[src/rtl/led_array_ctl.sv]
// Multi-channel LED controller: per-channel select mask shown as steady, blinking,
// chasing or blanked, with the display mode stepped by a one-cycle mode pulse.
module led_array_ctl #(
    parameter int CH_NUM   = 4,
    parameter int TICK_DIV = 25_000_000,
    parameter int CNT_W    = 25
) (
    input  logic              sclk,
    input  logic              s_rst_n,
    input  logic [CH_NUM-1:0] key_flag,
    input  logic              mode_flag,
    output logic [CH_NUM-1:0] led,
    output logic [1:0]        mode
);

    typedef enum logic [1:0] {
        MODE_TOGGLE = 2'd0,
        MODE_BLINK  = 2'd1,
        MODE_CHASE  = 2'd2,
        MODE_OFF    = 2'd3
    } mode_e;

    localparam logic [CNT_W-1:0]  CNT_LAST = CNT_W'(TICK_DIV - 1);
    localparam logic [CH_NUM-1:0] RUN_INIT = CH_NUM'(1);

    mode_e             mode_q, mode_d;
    logic [CH_NUM-1:0] sel_q, sel_d;
    logic [CNT_W-1:0]  cnt_q, cnt_d;
    logic              phase_q, phase_d;
    logic [CH_NUM-1:0] run_q, run_d;
    logic [CH_NUM-1:0] led_q, led_d;
    logic [CH_NUM-1:0] run_rot;
    logic              pattern_on;
    logic              tick;

    // Left rotation; the modulo index keeps the single-channel case a plain wire.
    for (genvar g = 0; g < CH_NUM; g++) begin : g_rot
        assign run_rot[g] = run_q[(g + CH_NUM - 1) % CH_NUM];
    end

    always_comb begin
        sel_d      = sel_q ^ key_flag;
        mode_d     = mode_q;
        cnt_d      = cnt_q;
        phase_d    = phase_q;
        run_d      = run_q;
        led_d      = '0;
        tick       = 1'b0;
        pattern_on = (mode_q == MODE_BLINK) || (mode_q == MODE_CHASE);

        // Mode entry restarts the pattern and suppresses any tick on this cycle.
        if (mode_flag) begin
            mode_d  = mode_e'(mode_q + 2'd1);
            cnt_d   = '0;
            phase_d = 1'b1;
            run_d   = RUN_INIT;
        end else if (pattern_on) begin
            tick  = (cnt_q == CNT_LAST);
            cnt_d = tick ? '0 : cnt_q + CNT_W'(1);
            if (tick && (mode_q == MODE_BLINK)) phase_d = ~phase_q;
            if (tick && (mode_q == MODE_CHASE)) run_d = run_rot;
        end else begin
            cnt_d = '0;
        end

        case (mode_d)
            MODE_TOGGLE: led_d = sel_d;
            MODE_BLINK:  led_d = phase_d ? sel_d : '0;
            MODE_CHASE:  led_d = run_d;
            default:     led_d = '0;
        endcase
    end

    always_ff @(posedge sclk) begin
        if (!s_rst_n) begin
            mode_q  <= MODE_TOGGLE;
            sel_q   <= '0;
            cnt_q   <= '0;
            phase_q <= 1'b1;
            run_q   <= RUN_INIT;
            led_q   <= '0;
        end else begin
            mode_q  <= mode_d;
            sel_q   <= sel_d;
            cnt_q   <= cnt_d;
            phase_q <= phase_d;
            run_q   <= run_d;
            led_q   <= led_d;
        end
    end

    assign led  = led_q;
    assign mode = mode_q;

endmodule

[config.mk]
export PLATFORM = sky130hd
export DESIGN_NAME = led_array_ctl
export DESIGN_NICKNAME = d
export VERILOG_FILES = /design/src/rtl/led_array_ctl.sv
export SDC_FILE = /design/constraint.sdc
export NUM_CORES = 1
export LEC_CHECK = 0
export ABC_AREA = 0
export BUFFER_PORTS_ARGS = -buffer_cell sky130_fd_sc_hd__buf_2
export CORE_MARGIN = 3
export CORE_UTILIZATION = 40
export CTS_CLUSTER_DIAMETER = 80
export DETAILED_ROUTE_END_ITERATION = 6
export GPL_ROUTABILITY_DRIVEN = 0
export HOLD_SLACK_MARGIN = 0.05
export SYNTH_ARGS = -nofsm -noshare
export SYNTH_HDL_FRONTEND = slang
export SYNTH_SLANG_ARGS = --single-unit
[constraint.sdc]
create_clock -name sclk -period 1.9 [get_ports sclk]
set_input_delay 0.38 -clock sclk [delete_from_list [all_inputs] [get_ports sclk]]
set_output_delay 0.38 -clock sclk [all_outputs]
set_load 0.1 [all_outputs]
==> results of run 1 <==
-- power by group through the flow --
stage	registers (mW)	logic, mW	clock network, mW
2_1_floorplan	0.991	0.0651	0
3_3_place_gp	0.893	0.222	0
3_5_place_dp	0.894	0.225	0
4_1_cts	0.875	0.225	0.600
5_1_grt	0.878	0.241	0.641
6_report	0.875	0.223	0.582
-- path summary, 6_finish.rpt --
| kind | startpoint | to | slack [ps] |
|---|---|---|---|
| worst max register to register | cnt_q[8] | led[0] | -40 |
| worst min-delay path | key_flag[0] | sel_q[0] | 380 |
| worst min register to register | cnt_q[0] | cnt_q[0] | 510 |
| worst max-delay path | cnt_q[8] | led[0] | -40 |
-- worst register-to-register path: cells and delay by family (launching register included) --
kind	cells	cell delay [ps]
AOI/OAI and AO/OA	3	870
buffers and inverters	1	170
DFF	1	330
and+or+nand+nor	2	460
-- cell usage in the layout, fill, tap and decap left out, types with 2 or more instances in the layout --
master / count
and2_1: 2
and4_1: 3
buf_2: 12
buf_4: 28
clkbuf_8: 6
clkinv_2: 2
dfxtp_1: 34
dfxtp_2: 4
dfxtp_4: 2
ha_1: 2
inv_1: 10
mux2i_1: 3
nand2_1: 16
nand3_1: 10
nand4_1: 7
nor2_1: 36
nor2b_1: 2
nor3_1: 4
nor3_2: 2
nor4_1: 4
nor4b_2: 2
o211ai_1: 2
o22ai_1: 3
xnor2_1: 14
xor2_1: 14
-- metal layers --
layer  vias to the layer above  wire length [um]  GRT usage (%)
met5                         -                 0              0
li1                        750                 -              -
met3                         6               142           5.40
met4                         0                40           3.76
met1                       659              1740           19.1
met2                        20              1490           23.2
-- cells by family after synthesis --
kind of cell	share of synthesized area (%)
and+or+nand+nor	28.2
DFF	46.1
AOI/OAI and AO/OA	4.25
xor gates and xnor gates	14.1
muxes	2.30
buffers and inverters	2.95
adders and majority gates	2.16
-- state kept, by name, indices dropped and copies added (netlist names) --
register / flops
led: 4
phase_q: 1
cnt_q: 25
mode: 2
run_q: 4
sel_q: 4
-- area by class of cell --
cell class                 instances  share of cell area, %
clock buffer                       6                   3.74
clock inverter                     2                  0.453
inverter                          11                   1.98
multi-input combinational        141                   42.0
sequential                        40                   36.8
tap                               50                   2.83
timing repair buffer              40                   12.2
-- per-stage QoR --
step | setup TNS (ps) | hold slack, ps | util (%) | instances | instance area (um2)
after floorplan | -1020 | 430 | - | 194 | 1760
after global placement | -55.5 | 492 | 51.2 | 282 | 2090
after detailed placement | -416 | 502 | 51.2 | 282 | 2090
after CTS | -153 | 372 | 53.8 | 290 | 2200
after global routing | -350 | 392 | 54.1 | 290 | 2210
final | -60.1 | 377 | 54.1 | 290 | 2210
-- timing repair --
item                       4_1_cts  5_1_grt
pin swaps                        2        2
setup endpoints to repair        5        9
resized for setup                3        6
hold buffers                     0        0
buffers inserted                 0        0
==> metrics.txt, run 1 <==
outcome=finished, violations left; failing checks=setup timing; H-Tree Depth=2; PD cells=760 mW/mm2; required time worst endpoint=2070 ps; Psw=about 460 uW; Max Cap Viol=0; drt first pass iters=4; die height=71.9 um; worst vdd ir=~510 uV; per-cell routed wire length=around 12 um; share of cells above drive strength 1=28.3%; area of the multi-input gates=around 930 um2; vias in the first global route=1406; clock power share=about a third; layout overhead on the synthesized area=27.2%; CP startpoint kind=flop; register area=813 um2; DRC=0; worst setup path class=flop to flop; Pleak=~0.8 nW; flops & latches, synth=40; DRT Wirelength=about 3400 um; Syn Nets=204; Sw Share=27.5%; hold path depth=4; DRT antenna net count=0; Syn Area/Cell=roughly 9 um2; critical-path maximum fanout=4; Clock Latency Late Sink=roughly 290 ps; DRT iter0 DRCs=45; Mapped Area=between 0.0015 and 0.002 mm2; Final min period=approximately 1900 ps; CTS clk-pin slew, worst paths=around 70 ps; Synth area leaders=dfxtp_1 (46%), nor2_1 (7.8%), xnor2_1 (7.1%), xor2_1 (7.1%), nand2_1 (3.5%); grt total ovfl=0; Max Fclk=a little over 500 MHz; # diodes=0; Arr. time, crit path=2110 ps; all-layer global routing usage=14.7%; EDFF count, synth=0; most numerous cell in the Yosys netlist=dfxtp_1; Layout fillers=396; Seq pwr share=between 50% and 60%; row count=23; Layout Nets=249; Hold Crit Class=input pin to flop; TritonCTS Buffers=5; logic gate share of total power=a little over an eighth; Sink Count=40; Die X=a little over 70 um; R2R cell count=6; Syn Inst Count=194; Clock Skew=4.28 ps; final worst-path cycle share=102%; largest net degree at the start of global routing=17; Post-synth ARST share=0%; top post-synthesis cells by count=dfxtp_1 (40), nor2_1 (36), nand2_1 (16); I/O Pins=13; PortBufs=12; unrepaired setup endpoints after global routing=true; via count=~1400; Slew HR=67.6%; clock buffer depth=2; Power Internal=between 1 and 1.5 mW; Levels on crit path=6; worst slew pin tran=roughly 490 ps; clock root buffer=clkbuf_8; DP Worst Slack=-125 ps; initial core utilization=between 40 and 50%; worst path buffer plus inverter count=1; final setup margin=-39.3 ps; final max-slew violation count=0; endpoints failing hold=0; Main synth FF type=dfxtp_1; CTS tree=built; Critical Path Max Stage Delay=about 470 ps; routed vias/inst=between 4 and 5; Top Family by Delay on Critical Path=compound AO/OA/AOI/OAI gates; core region area=approximately 0.0041 mm2; Setup crit end kind=flop; DIE AREA=0.00517 mm2; CP cell instances=nor4b_2 > nand4_1 > o41a_1 > o41ai_2 > buf_4 > o211ai_1; final-report setup violation count=3; register area share after synthesis=between 40% and 50%; global-route wire length before repair=slightly above 6000 um; largest area contributor in the netlist=dfxtp_1; Yosys top cell area share=46.1%; library cells used by synthesis=32; initial antenna violation count=0; Tot Pwr=1.68 mW; Worst path slowest cell=o41a_1; synth warn=0; HPWL after detailed placement=2520 um
No activity file was read; power rests on OpenSTA's default activity.
==> inputs of run 2 (changes only) <==
SETUP_SLACK_MARGIN = 0.5   (was not set)
==> metrics.txt, run 2 (synthesis results as in run 1) <==
row count=23 (unchanged); Slew HR=71.7% (was 67.6%); Top Family by Delay on Critical Path=compound AO/OA/AOI/OAI gates (unchanged); final worst-path cycle share=102% (about the same); Final min period=1940 ps (about the same); share of cells above drive strength 1=49.8% (was 28.3%); worst vdd ir=466 uV (was 511 uV); Clock Skew=8.24 ps (was 4.28 ps); Tot Pwr=1.71 mW (was 1.68 mW); clock root buffer=clkbuf_8 (unchanged); Seq pwr share=51.3% (was 52.1%); Power Internal=1.23 mW (was 1.22 mW); Layout Nets=261 (was 249); max reg flops=25 (unchanged); outcome=finished, violations left (unchanged); CTS tree=built (unchanged); per-cell routed wire length=15.1 um (was 11.8 um); largest net degree at the start of global routing=12 (was 17); all-layer global routing usage=18.4% (was 14.7%); PortBufs=12 (unchanged); layout overhead on the synthesized area=62.2% (was 27.2%); Max Cap Viol=0 (unchanged); Non-Filler Instances=301 (was 290); Clock Latency Late Sink=290 ps (about the same); CP startpoint kind=flop (unchanged); DRC=0 (unchanged); Critical Path End=led[2] (was led[0]); DRT iter0 DRCs=49 (was 45); critical-path maximum fanout=4 (unchanged); worst path buffer plus inverter count=2 (was 1); Max Fclk=516 MHz (about the same); DIE AREA=0.00517 mm2 (unchanged); initial core utilization=42.5% (unchanged); final-report setup violation count=4 (was 3); final instance area=0.00282 mm2 (was 0.00221 mm2); most frequent cells in the layout=buf_4 (29), dfxtp_1 (27), nor2_4 (19), nor2_1 (16), nand2_1 (14) (was nor2_1 (36), dfxtp_1 (34), buf_4 (28), nand2_1 (16)); commonest non-fill, non-tap cell in the layout=buf_4 (was nor2_1); R2R Path Start=mode[0] (was cnt_q[8]); PD cells=606 mW/mm2 (was 760 mW/mm2); area of the multi-input gates=0.00129 mm2 (was 928 um2); Sink Count=40 (unchanged); core region area=0.00409 mm2 (unchanged); Pleak=1.08 nW (was 0.823 nW); Hold Crit Class=input pin to flop (unchanged); routed vias/inst=5.19 (was 4.95); clock power share=30.7% (was 34.6%); Critical Path Max Stage Delay=390 ps (was 470 ps); CTS clk-pin slew, worst paths=70 ps (about the same); Die X=71.9 um (unchanged); Levels on crit path=7 (was 6); Setup crit end kind=flop (unchanged); wire length on met3=124 um (was 142 um); TritonCTS Buffers=5 (unchanged); die height=71.9 um (unchanged); worst slew pin tran=419 ps (was 490 ps); Hold Slack=391 ps (was 377 ps); worst setup path class=flop to flop (unchanged); R2R cell count=7 (was 6); via count=1561 (was 1435); drt first pass iters=4 (unchanged); DRT antenna net count=0 (unchanged); logic gate share of total power=17.9% (was 13.3%); H-Tree Depth=2 (unchanged); Layout fillers=318 (was 396); placed instance area=0.00219 mm2 (was 0.00209 mm2); required time worst endpoint=2070 ps (about the same); global-route wire length before repair=7310 um (was 6040 um); grt total ovfl=0 (unchanged); vias in the first global route=1617 (was 1406); final max-slew violation count=0 (unchanged); final setup margin=-38.2 ps (was -39.3 ps); Psw=478 uW (was 462 uW); initial antenna violation count=0 (unchanged); Arr. time, crit path=2110 ps (about the same); Top reg by flops=cnt_q (unchanged); Sw Share=28.0% (was 27.5%); DRT Wirelength=4540 um (was 3410 um); Worst Setup SP=mode[0] (was cnt_q[8]); Cells after DPL=282 (unchanged); unrepaired setup endpoints after global routing=true (unchanged); endpoints failing hold=0 (unchanged); Worst path slowest cell=o41a_1 (unchanged); I/O Pins=13 (unchanged); failing checks=setup timing (unchanged); Reg-to-Reg End=led[2] (was led[0]); CP cell instances=inv_4 > ha_4 > or2b_4 > o41a_1 > o41ai_2 > buf_4 > o22ai_1 (was nor4b_2 > nand4_1 > o41a_1 > o41ai_2 > buf_4 > o211ai_1); HPWL after detailed placement=2850 um (was 2520 um); FF-to-FF setup slack=-40 ps (about the same); M1 wire length=1840 um (was 1740 um); # diodes=0 (unchanged); top layer reached by signal wires=met4 (unchanged); clock buffer depth=2 (unchanged); routed wire length on met2=2510 um (was 1490 um); register area=822 um2 (was 813 um2)
-- run 2: cell count changes in the layout (fill, tap and decap cells not counted), moves of 6 or more --
| cell | previous run | this run |
|---|---|---|
| dfxtp_1 | 34 | 27 |
| nor2_1 | 36 | 16 |
| buf_2 | 12 | 6 |
| nor2_4 | 0 | 19 |
| buf_6 | 0 | 8 |
| dfxtp_2 | 4 | 11 |
-- run 2: how the worst min path moves through the flow --
stage | start | end | slack [ps] | cells past startpoint
floorplan | cnt_q[0] | cnt_q[0] | 410 | 1
global placement | cnt_q[0] | cnt_q[0] | 490 | 2
detailed placement | run_q[3] | run_q[0] | 500 | 2
CTS | key_flag[3] | sel_q[3] | 390 | 4
global route | key_flag[0] | sel_q[0] | 420 | 4
finish | key_flag[0] | sel_q[0] | 390 | 4
-- run 2: tightest hold or removal path, cell delays in order --
cell and delay [ps]:
buf_2 80, xor2_1 50, nand2_1 80, inv_1 40
-- run 2: area by class of cell --
class	count	area share (%)
Clock buffer	6	2.57
Multi-Input combinational cell	141	45.9
Clock inverter	1	0.178
Timing Repair Buffer	52	18.5
Tap cell	50	2.22
Sequential cell	40	29.2
Inverter	11	1.55
-- run 2: power by group through the flow --
stage | Combinational [mW] | Clock, mW | Sequential, mW
final | 0.307 | 0.525 | 0.877
after global routing | 0.327 | 0.592 | 0.880
after CTS | 0.276 | 0.535 | 0.877
after detailed placement | 0.228 | 0 | 0.896
after global placement | 0.223 | 0 | 0.893
after floorplan | 0.0715 | 0 | 0.991
-- run 2: layer usage --
layer	vias to the layer above	track usage (%)
li1	777	-
met1	758	20.8
met2	20	31.9
met3	6	5.96
met4	0	7.31
met5	-	0
-- run 2: through the flow --
stage | TNS [ps] | setup slack, ps | util [%]
2_1_floorplan | -1020 | -228 | -
3_3_place_gp | -7.36 | -7.05 | 53.5
3_5_place_dp | -105 | -42.3 | 53.5
4_1_cts | -135 | -46.2 | 61.3
5_1_grt | -453 | -125 | 69.0
6_report | -110 | -38.2 | 69.0
-- run 2: what timing repair did --
item                       CTS  global route
resized for setup           25            67
hold buffers                 0             0
setup endpoints to repair   39            36
cloned                       2             1
pin swaps                    8            11
setup buffers                8             1
